`src/rtl/microwave_timer_ctrl.sv`:
```
// microwave_timer_ctrl: microwave cook-timer controller.
// Keypad digit entry into an M:SS BCD register, a 1 s prescaler, the
// IDLE/ENTRY/RUN/PAUSE/DONE cook state machine and the magnetron enable.
// Optional feature: define ADD30_EN to make start while cooking add 30 s
// (BCD carry, saturating at 9:59); otherwise start in RUN is ignored.
module microwave_timer_ctrl #(
    parameter int unsigned TICK_DIV   = 1000,
    parameter int unsigned QUICK_SECS = 30,
    parameter int unsigned BEEP_TICKS = 3
) (
    input  logic       clk,
    input  logic       clr,
    input  logic       key_valid,
    input  logic [3:0] key_digit,
    input  logic       start,
    input  logic       stop_clr,
    input  logic       door_closed,
    output logic [3:0] sec_ones,
    output logic [3:0] sec_tens,
    output logic [3:0] min_ones,
    output logic [2:0] state,
    output logic       mag_on,
    output logic       done,
    output logic       key_err
);

    localparam int unsigned PW = (TICK_DIV > 2) ? $clog2(TICK_DIV) : 1;
    localparam int unsigned BW = (BEEP_TICKS > 1) ? $clog2(BEEP_TICKS + 1) : 1;

    // Quick-start time split into BCD digits {min, tens, ones}
    localparam int unsigned Q_MIN  = QUICK_SECS / 60;
    localparam int unsigned Q_TENS = (QUICK_SECS % 60) / 10;
    localparam int unsigned Q_ONES = QUICK_SECS % 10;
    localparam logic [11:0] QUICK_BCD = {4'(Q_MIN), 4'(Q_TENS), 4'(Q_ONES)};

    localparam logic [PW-1:0] PRESC_LAST = PW'(TICK_DIV - 1);
    localparam logic [BW-1:0] BEEP_LAST  = BW'(BEEP_TICKS);

    typedef enum logic [2:0] {
        S_IDLE  = 3'd0,
        S_ENTRY = 3'd1,
        S_RUN   = 3'd2,
        S_PAUSE = 3'd3,
        S_DONE  = 3'd4
    } state_t;

    state_t          cur_st, nxt_st;
    logic [11:0]     cur_time, nxt_time;   // {min_ones, sec_tens, sec_ones}
    logic [PW-1:0]   presc, nxt_presc;
    logic [BW-1:0]   beep, nxt_beep;
    logic            kerr, nxt_kerr;

    logic            tick;
    logic [PW-1:0]   presc_inc;
    logic [BW-1:0]   beep_inc;
    logic [11:0]     dec_time;
    logic [11:0]     run_time;
    logic            time_zero;
    logic            key_bad;

    // One-second BCD decrement of M:SS; only applied to a nonzero time
    function automatic logic [11:0] bcd_dec(input logic [11:0] t);
        logic [3:0] m, tn, o;
        m  = t[11:8];
        tn = t[7:4];
        o  = t[3:0];
        if (o != 4'd0) begin
            o = o - 4'd1;
        end else begin
            o = 4'd9;
            if (tn != 4'd0) begin
                tn = tn - 4'd1;
            end else begin
                tn = 4'd5;
                m  = m - 4'd1;
            end
        end
        return {m, tn, o};
    endfunction

`ifdef ADD30_EN
    // Add 30 s: only the tens digit moves, carrying into minutes; clamp at 9:59
    function automatic logic [11:0] bcd_add30(input logic [11:0] t);
        logic [3:0] m, tn, o;
        m  = t[11:8];
        tn = t[7:4] + 4'd3;
        o  = t[3:0];
        if (tn > 4'd5) begin
            tn = tn - 4'd6;
            if (m == 4'd9) begin
                return {4'd9, 4'd5, 4'd9};
            end
            m = m + 4'd1;
        end
        return {m, tn, o};
    endfunction
`endif

    assign tick      = (presc == PRESC_LAST);
    assign presc_inc = tick ? '0 : presc + PW'(1);
    assign beep_inc  = beep + BW'(1);
    assign dec_time  = bcd_dec(cur_time);
    assign time_zero = (cur_time == '0);
    // A key is refused if it is not a digit or would shift >5 into the tens
    assign key_bad   = (key_digit > 4'd9) || (cur_time[3:0] > 4'd5);

    // Time seen by RUN this cycle: decremented on tick, optionally bumped by start
    always_comb begin
        run_time = tick ? dec_time : cur_time;
`ifdef ADD30_EN
        if (start) begin
            run_time = bcd_add30(run_time);
        end
`endif
    end

    // Next-state and datapath decode; priority stop_clr > door > start > key
    always_comb begin
        nxt_st    = cur_st;
        nxt_time  = cur_time;
        nxt_presc = presc;
        nxt_beep  = beep;
        nxt_kerr  = 1'b0;
        case (cur_st)
            S_IDLE, S_ENTRY: begin
                if (stop_clr) begin
                    nxt_time = '0;
                    nxt_st   = S_IDLE;
                end else if (start) begin
                    if (cur_st == S_IDLE) begin
                        if (door_closed) begin
                            nxt_time  = QUICK_BCD;
                            nxt_presc = '0;
                            nxt_st    = S_RUN;
                        end
                    end else if (!time_zero && door_closed) begin
                        nxt_presc = '0;
                        nxt_st    = S_RUN;
                    end
                end else if (key_valid) begin
                    if (key_bad) begin
                        nxt_kerr = 1'b1;
                    end else begin
                        nxt_time = {cur_time[7:0], key_digit};
                        nxt_st   = S_ENTRY;
                    end
                end
            end
            S_RUN: begin
                // Stop or open door freezes prescaler and digits, even on a tick
                if (stop_clr || !door_closed) begin
                    nxt_st = S_PAUSE;
                end else begin
                    nxt_presc = presc_inc;
                    nxt_time  = run_time;
                    if (tick && run_time == '0) begin
                        nxt_beep = '0;
                        nxt_st   = S_DONE;
                    end
                end
            end
            S_PAUSE: begin
                if (stop_clr) begin
                    nxt_time = '0;
                    nxt_st   = S_IDLE;
                end else if (start && door_closed) begin
                    nxt_st = S_RUN;
                end
            end
            S_DONE: begin
                if (stop_clr || !door_closed) begin
                    nxt_st = S_IDLE;
                end else begin
                    nxt_presc = presc_inc;
                    if (tick) begin
                        nxt_beep = beep_inc;
                        if (beep_inc == BEEP_LAST) begin
                            nxt_st = S_IDLE;
                        end
                    end
                end
            end
            default: begin
                nxt_time = '0;
                nxt_st   = S_IDLE;
            end
        endcase
    end

    // State register
    always_ff @(posedge clk) begin
        if (clr) begin
            cur_st <= S_IDLE;
        end else begin
            cur_st <= nxt_st;
        end
    end

    // Digits, prescaler, beep counter and key error pulse
    always_ff @(posedge clk) begin
        if (clr) begin
            cur_time <= '0;
            presc    <= '0;
            beep     <= '0;
            kerr     <= 1'b0;
        end else begin
            cur_time <= nxt_time;
            presc    <= nxt_presc;
            beep     <= nxt_beep;
            kerr     <= nxt_kerr;
        end
    end

    assign min_ones = cur_time[11:8];
    assign sec_tens = cur_time[7:4];
    assign sec_ones = cur_time[3:0];
    assign state    = cur_st;
    assign mag_on   = (cur_st == S_RUN) && door_closed;
    assign done     = (cur_st == S_DONE);
    assign key_err  = kerr;

endmodule

```
`config.mk`:
```
export PLATFORM = sky130hd
export DESIGN_NAME = microwave_timer_ctrl
export DESIGN_NICKNAME = d
export VERILOG_FILES = /design/src/rtl/microwave_timer_ctrl.sv
export SDC_FILE = /design/constraint.sdc
export NUM_CORES = 1
export LEC_CHECK = 0
export ABC_AREA = 1
export CORE_MARGIN = 1.5
export CORE_UTILIZATION = 25
export CTS_BUF_LIST = sky130_fd_sc_hd__clkbuf_8
export DETAILED_ROUTE_END_ITERATION = 16
export PLACE_DENSITY_LB_ADDON = 0.25
export SLEW_MARGIN = 10
export SYNTH_ARGS = -nofsm -noshare
export SYNTH_HDL_FRONTEND = slang
export SYNTH_SLANG_ARGS = --single-unit
```
`constraint.sdc`:
```
create_clock -name clk -period 2.2 [get_ports clk]
set_clock_uncertainty 0.2 [all_clocks]
set_input_delay 0.44 -clock clk [delete_from_list [all_inputs] [get_ports clk]]
set_output_delay 0.44 -clock clk [all_outputs]
set_load 0.01 [all_outputs]
```
* After elaboration in Yosys (flattened, before gate mapping)
Index checks and enable logic that the tools add are counted.
Word-level totals: bits in latches 0, ROM bits 0, memories kept 0, register bits after elaboration 28, output and inout port bits 18, input port bits 10, RAM bits 0
Cells by class: magnitude comparators 2, shift operators 0, reductions and logical operators 22, eq/ne operators 26, bitwise gates (word level) 3, muxes and demuxes 44, $add $sub $neg 5, divide/modulo/power cells 0, $mul 0
Operators with widths (number):
- $mux 12 | 9
- $mux 10 | 7
- $pmux 12 s4 | 1
- $mux 3 | 14
- $logic_not 12->1 | 2
- $mux 4 | 5
- $pmux 10 s2 | 1
- $ne 4x4->1 const B | 4
- $ne 2x2->1 const B | 7
- $ne 3x3->1 const B | 4
- $pmux 3 s4 | 1
- $sub 4x1->4 const B | 3
- $add 10x1->10 const B | 1
- $eq 10x10->1 const B | 1
- $ne 5x5->1 const B | 2
- $mux 2 | 4
- $reduce_and 8->1 | 1
- $reduce_bool 4->1 | 2
- $reduce_and 7->1 | 1
- $eq 3x2->1 const B | 2
- $ne 3x1->1 const B | 2
- $reduce_and 6->1 | 1
- $reduce_and 5->1 | 1
- $reduce_or 5->1 | 1
- 16 further kinds | 25

* Logic depth before layout (Yosys ltp)
word-level depth 9, gate-level depth with buffers 16, depth with buffers taken out 16

* Worst setup path before layout
Ideal clock, no wire load.
path type reg2reg, start register presc[0], end register beep[0], clock period less this slack 2038 ps, buffers on the path 0, path slack 162 ps, cell stages (with the launch flop) 17, required time 1885 ps, arrival time 1723 ps, path through dfxtp_1 ha_1 nand2_2 nor2_8 inv_2 nor2_4 nand2_1 nand2_1 nand2_1 nor2_1 nand2_1 nor2_2 nand2_2 nand2_4 nand3_1 nand2_1 nor2_1
Between the ends: longest elaborated chain between the ends 6, elaborated cells between the ends (all ways) 7
Ends and longest elaborated chain:
- from (decl) | line 49 | logic [PW-1:0] presc, nxt_presc;
- from (signal assigned) | line 208 | presc <= nxt_presc;
- $eq 10x10->1 * | line 99 | assign tick = (presc == PRESC_LAST);
- $mux 12 | line 109 | run_time = tick ? dec_time : cur_time;
- $logic_not 12->1 | line 156 | if (tick && run_time == '0) begin
- $logic_and 1x1->1 | line 156
- $ne 2x2->1 (no source line)
- $reduce_and 5->1 (no source line) *
- to (signal assigned) | line 209 | beep <= nxt_beep;
- to (decl) | line 50 | logic [BW-1:0] beep, nxt_beep;
Mark *: on every way between the ends. The rest lies on a longest branch, timed or not. A chain may end at the register's enable or synchronous reset.

* Worst setup path in the final report
start register presc[0], end register cur_st[1], in the netlist state[1]
Between the ends: longest elaborated chain between the ends 6, elaborated cells between the ends (all ways) 7
Ends and longest elaborated chain:
- $eq 10x10->1 * | line 99
- $mux 12 | line 109
- $logic_not 12->1 | line 156
- $logic_and 1x1->1 | line 156
- $ne 3x3->1 (no source line)
- $reduce_and 8->1 (no source line) *
- to (signal assigned) | line 195 | cur_st <= nxt_st;
- to (decl) | line 47 | state_t cur_st, nxt_st;
Marks and branches as above.

==> results.rst <==
.. list-table::
   :header-rows: 1

   * - Metric
     - Value
   * - Result of the run
     - finished clean
   * - Total net switching power
     - 1.12 mW
   * - Total leakage power
     - 1.29 nW
   * - Buffers from clock root to sink, at most
     - 2
   * - Syn Nets
     - 325
   * - Area growth from synthesis to final layout
     - 47.1%
   * - GRT Residual Overflow
     - 0
   * - Iter 0 DRT Violations
     - 77
   * - Clock insertion delay at the later pin of the skew report
     - 280 ps
   * - Antenna violations before repair
     - 0
   * - Fin area
     - 2890 sq um
   * - Slew at the pin with the worst max-slew slack
     - 343 ps
   * - Worst Hold Class
     - reg -> reg
   * - Final Hold Viols
     - 0
   * - Cell at the root of the clock tree
     - sky130_fd_sc_hd__clkbuf_8
   * - Cell types with the highest counts after synthesis
     - sky130_fd_sc_hd__nand2_1, sky130_fd_sc_hd__nor2_1, sky130_fd_sc_hd__inv_1
   * - Setup crit end kind
     - flip-flop
   * - Number of synthesis warnings
     - 0
   * - Leading area contributor after synthesis
     - sky130_fd_sc_hd__dfxtp_1
   * - Share of power burned in combinational logic
     - 0.618
   * - Clock tree from TritonCTS
     - built
   * - Total wire length after detailed routing
     - 5.74 mm
   * - Setup Slack @ Placement
     - -154 ps
   * - Vias in the first global route
     - 2242
   * - Fraction of registers with async set/reset
     - 0
   * - Proportion of layout cells with a drive suffix above 1
     - 0.254
   * - Number of clock buffers inserted by TritonCTS
     - 3
   * - Sequential cell fraction of total power
     - 0.248
   * - Number of nets in the layout
     - 404
   * - Starting Density
     - 0.257
   * - Diode insertion count for antenna repair
     - 0
   * - Maximum fanout along the worst path
     - 8
   * - Maximum number of pins on one net before global-route repair
     - 16
   * - TritonCTS Sinks
     - 28
   * - Instance area at placement
     - between 2000 and 3000 sq um
   * - Part of the cycle the worst path needs
     - 0.972
   * - Max-slew violation count
     - 0
   * - Fraction of power consumed by the clock network
     - 0.135
   * - Flop and latch count out of synthesis
     - 28
   * - Sequential element share of the synthesized area
     - 0.285
   * - Prevailing post-synth register cell
     - sky130_fd_sc_hd__dfxtp_1
   * - Arr. time, crit path
     - 2120 ps
   * - Clock slew at the register clock pins of the worst setup and hold paths
     - 110 ps
   * - Relative slew margins
     - 0.770
   * - Wire length of the first global-routing pass
     - between 10 and 15 mm
   * - RSZ-0062 raised after global routing
     - true
   * - Post-detailed-route count of antenna-violating nets
     - 0
   * - Internal cell power
     - 1.39 mW
   * - Via count
     - 2209
   * - Total routing usage reported by global routing
     - 0.148
   * - Ratio of total power to cell area
     - 868 nW/um^2
   * - Routed wire per std cell
     - between 10 and 15 microns
   * - Least setup slack across all paths after layout
     - 62.6 ps
   * - Total design power
     - 2.51 mW
   * - Utilization of the core after routing
     - 0.378
   * - Most common cell in the synthesized netlist
     - sky130_fd_sc_hd__nand2_1
   * - HPWL after DPL
     - 4.48 mm
   * - Crit path time final
     - 2140 ps
   * - Required time at the worst-slack endpoint
     - between 2000 and 2500 ps
   * - Cell area after synthesis
     - 1960 sq um
   * - Htree depth
     - 1
   * - Core Footprint
     - 7650 sq um
   * - Fmax
     - roughly 0.47 GHz
   * - Sort of element at the start of the critical path
     - flip-flop
   * - Area of the die
     - about 8400 sq um
   * - Placement row count
     - 32
   * - Vertical die dimension
     - 91.6 microns
   * - Portion of synthesized cell area occupied by the leading cell type
     - 0.285
   * - Number of ports placed on the die boundary
     - 28
   * - Final weighted congestion of routability-driven global placement
     - 0.832
   * - IO Port Bufs
     - 27
   * - Worst hold slack after final layout
     - 309 ps
   * - Post-Synthesis Cells
     - around 310
   * - Via count normalized by instance count
     - 4.50
   * - Synth top area cells
     - sky130_fd_sc_hd__dfxtp_1, sky130_fd_sc_hd__nand2_1, sky130_fd_sc_hd__nor2_1
   * - TritonRoute pass-1 iters
     - 4
   * - Mean Syn Cell Area
     - 6.32 sq um
   * - Class of the most critical setup path
     - reg -> reg
   * - Filler cells
     - 828
   * - Final number of setup-violating endpoints
     - 0
   * - Number of unique standard cell types used by synthesis
     - 35
   * - Switching share of total power
     - 0.445
   * - Number of enable-type register cells in the synthesized netlist
     - 0
   * - Worst voltage drop across the vdd grid
     - 0.386 mV
   * - Post-detailed-route DRC marker count
     - 0
   * - Number of max-cap violations
     - 0
   * - Die span in x
     - ~92 microns
==> state kept, by name, indices dropped and copies added, names as in the netlist <==
register,count
cur_time,12
presc,10
state,3
beep,2
key_err,1
==> what timing repair did <==
item | in CTS | in global routing
hold buffers | 0 | 0
setup buffers | 1 | 2
endpoints found under the setup margin | 7 | 20
resized for setup | 6 | 23
pin swaps | 2 | 6
==> final cells by class <==
class | count | area [sq um] | area share
flip-flops and latches | 28 | 564 | 0.195
well taps | 102 | 128 | 0.0442
repair buffers | 78 | 686 | 0.237
inverters | 41 | 154 | 0.0532
multi-input cells | 238 | 1300 | 0.451
clock buffers | 4 | 55.1 | 0.0190
==> critical path, cell delays in order (launching register included) <==
cell                      delay (ps)
sky130_fd_sc_hd__dfxtp_2         370
sky130_fd_sc_hd__ha_4            150
sky130_fd_sc_hd__nand2_4          70
sky130_fd_sc_hd__nor2_8          110
sky130_fd_sc_hd__inv_2            50
sky130_fd_sc_hd__nor2_4          220
sky130_fd_sc_hd__nand2_1          90
sky130_fd_sc_hd__nand2_1          60
sky130_fd_sc_hd__nand2_1          60
sky130_fd_sc_hd__nor2_1          110
sky130_fd_sc_hd__nand2_1          70
sky130_fd_sc_hd__nor2_2           90
sky130_fd_sc_hd__nand2_2         110
sky130_fd_sc_hd__nand2_4         120
sky130_fd_sc_hd__nand3_1          70
sky130_fd_sc_hd__nand2_1          60
sky130_fd_sc_hd__nor2_1           40
==> logic make-up (layout without fill, tap and decap cells) <==
kind of cell,count (synthesis),after routing,synth area share
adder cells (fa/ha/maj),4,4,0.0255
AND/OR/NAND/NOR,179,179,0.434
AO/OA/AOI/OAI,53,53,0.155
buffers and inverters,45,123,0.0904
flip-flops,28,28,0.285
XOR/XNOR,2,2,0.00892
==> final timing paths <==
check                                            from                    end  slack, ps  cells past startpoint
worst max-delay path            presc[0]$_SDFFE_PP0P_  state[1]$_SDFFE_PP0P_         60                     16
worst min-delay path             beep[0]$_SDFFE_PP0P_   beep[0]$_SDFFE_PP0P_        310                      2
worst max register to register  presc[0]$_SDFFE_PP0P_  state[1]$_SDFFE_PP0P_         60                     16
worst min register to register   beep[0]$_SDFFE_PP0P_   beep[0]$_SDFFE_PP0P_        310                      2
==> metal layers <==
metal	share of wire	GRT usage	up-vias	wire length [microns]
met4	0.0094	0.0391	0	54
met1	0.50	0.202	1000	2870
li1	-	-	1170	-
met3	0.031	0.0199	6	180
met5	0	0	-	0
met2	0.46	0.245	33	2630
==> per-stage QoR <==
step / TNS (ps) / std cells
after floorplan: 0 / 311
after CTS: 0 / 489
after detailed placement: -2420 / 484
after global routing: -446 / 491
final: 0 / 491
after global placement: -2800 / 484
==> power by group through the flow <==
stage | logic [mW] | registers (mW) | clock network (mW)
after CTS | 1.50 | 0.617 | 0.355
after global routing | 1.75 | 0.630 | 0.374
after global placement | 1.49 | 0.626 | 0
final | 1.55 | 0.621 | 0.338
after detailed placement | 1.49 | 0.626 | 0
after floorplan | 0.814 | 0.662 | 0
==> cells in the final DEF, fill, tap and decap left out, types with 3 or more instances in the layout <==
master                            count
sky130_fd_sc_hd__a211oi_1             4
sky130_fd_sc_hd__a21oi_1             26
sky130_fd_sc_hd__buf_4               48
sky130_fd_sc_hd__clkbuf_8             4
sky130_fd_sc_hd__clkdlybuf4s50_1     24
sky130_fd_sc_hd__dfxtp_1             25
sky130_fd_sc_hd__dfxtp_2              3
sky130_fd_sc_hd__ha_1                 3
sky130_fd_sc_hd__inv_1               35
sky130_fd_sc_hd__inv_2                4
sky130_fd_sc_hd__nand2_1             77
sky130_fd_sc_hd__nand2_2              5
sky130_fd_sc_hd__nand2_4              5
sky130_fd_sc_hd__nand3_1             22
sky130_fd_sc_hd__nand3_2              9
sky130_fd_sc_hd__nor2_1              34
sky130_fd_sc_hd__nor2_2               7
sky130_fd_sc_hd__nor2_4               4
sky130_fd_sc_hd__nor3_1               8
sky130_fd_sc_hd__o21a_1               3
sky130_fd_sc_hd__o21ai_0              8
Power figures use the tool's default switching activity.
==> edit, RTL diff (same flow settings) <==
Change the parameter `TICK_DIV` from 1000 to 500.
--- a/src/rtl/microwave_timer_ctrl.sv
+++ b/src/rtl/microwave_timer_ctrl.sv
@@ -5,5 +5,5 @@
 // (BCD carry, saturating at 9:59); otherwise start in RUN is ignored.
 module microwave_timer_ctrl #(
-    parameter int unsigned TICK_DIV   = 1000,
+    parameter int unsigned TICK_DIV   = 500,
     parameter int unsigned QUICK_SECS = 30,
     parameter int unsigned BEEP_TICKS = 3
Function: no difference found for any inputs over 10 cycles, from zero or initial values; that may be too few to reach the edited logic, so the function may still have changed.
==> edit against the unedited design <==
- routed wire length decreased by 2.9%
- sequential cell count decreased by 1
- area after synthesis is 1.9% lower
- hold slack got worse by 12 ps
- setup slack better by 5.7 ps
- final area decreased by 5.9%
- highest routed layer unchanged
Power is not compared: it rests on default switching activity, and its combinational part moved more than twofold at a synthesized area within 25%.
==> edit: results (changes against the unedited design) <==
outcome finished, final reports clean; WHS Endpoint beep[0]; Routed wire per std cell 11.81 µm (+1.0%); wire length on met2 2793 µm (+6.1%); compound-cell area share of the yosys netlist 12.86% (-2.7 points); Peak supply drop 0.3606 mV; gpl congestion 0.8325 (+0.11%); area share of fa/ha/maj cells after synthesis 2.597% (+0.050 points); vias in the first global route 1898 (-15%); Routed WL 5575 µm (-2.9%); Synth area leaders dfxtp_1, nand2_1, nor2_1, inv_1, a21oi_1; nets 388 (-4.0%); HPWL reported at the end of detailed placement 4369 µm (-2.5%); r2r worst-path depth 17 (+1); Largest Register cur_time; Synth Area in XOR/XNOR 0.4545% (-0.44 points); Design Area, Final 0.002720 mm² (-5.9%); First-pass DRT Iterations 4 (unchanged); clock slew at reported path FFs 90 ps (-20 ps); detailed-route wire length on metal 1 2465 µm (-14%); layout cells sized above 1 24.13% (-1.3 points); Commonest cells post-synth nand2_1, nor2_1, inv_1; filler instances 808 (-2.4%); first-pass GRT wire length 8866 µm (-13%); Root Driver clkbuf_8; drt initial violations 96 (+25%); port bufs 27 (unchanged); Syn Nets 328 (+0.92%); post-DR vias/cell 4.525 (+0.59%); met2 Resource Use GR 23.18% (-1.3 points); met3 Use GR 2.694% (+0.70 points); worst-margin pin slew 509.3 ps (+166.6 ps); Cells after Synth 314 (+0.96%); CP Launch Point presc[0]; uppermost routed layer met4; placed instance count 465 (-3.9%); max incr delay on CP 370 ps (about the same); number of distinct library cells after synthesis 34 (-2.9%); HP Class flop to flop; TritonCTS buffer count 3 (unchanged); sequential area share after synthesis 28.05% (-0.48 points); Net Switching 609.9 µW; Setup WS pre-CTS -191.8 ps (-38.09 ps); Tot GR Track Use 13.22% (-1.6 points); Hold Slack 297.1 ps (-11.58 ps); PnR worst setup slack 68.25 ps (+5.682 ps); Worst Path Arrival 2110 ps; Crit path max-delay family simple AND/OR/NAND/NOR gates; grt met1 use 16.57% (-3.6 points); largest net degree at the start of global routing 17 (+1); critical path fanouts, max 5 (-3); met3 WL 275 µm (+53%); DP Area 0.002531 mm² (-7.1%)
[edit: changes by cell type after synthesis, moves of 3 or more]
cell      change
nand2_1      +13
nand2_2       +8
inv_2         +7
nand3_1       -7
inv_1         -6
a211oi_1      -4
a21oi_1       -4
nand2_4       -4
nand4_1       +4
nor2_1        -4
nor2_2        +4
nor3_1        -4
o21ai_0       +4
o21a_1        -3
[edit: what timing repair did]
| action | 4_1_cts | 5_1_grt |
|---|---|---|
| setup endpoints to repair | 2 | 18 |
| gates resized for setup | 1 | 29 |
| pin swaps | 0 | 6 |
| cloned | 0 | 1 |
| buffers inserted | 1 | 1 |
[edit: worst min-delay path: stages (launching register included)]
cell	delay, ps
dfxtp_1	340
a21oi_1	40
nor2_1	90
[edit: final cells by class]
cell class | instances | area share (%)
clock buffer | 3 | 1.518
clock inverter | 1 | 0.2760
inverter | 42 | 5.796
multi-input combinational | 240 | 47.61
sequential | 27 | 20.01
tap | 99 | 4.554
timing repair buffer | 60 | 20.24
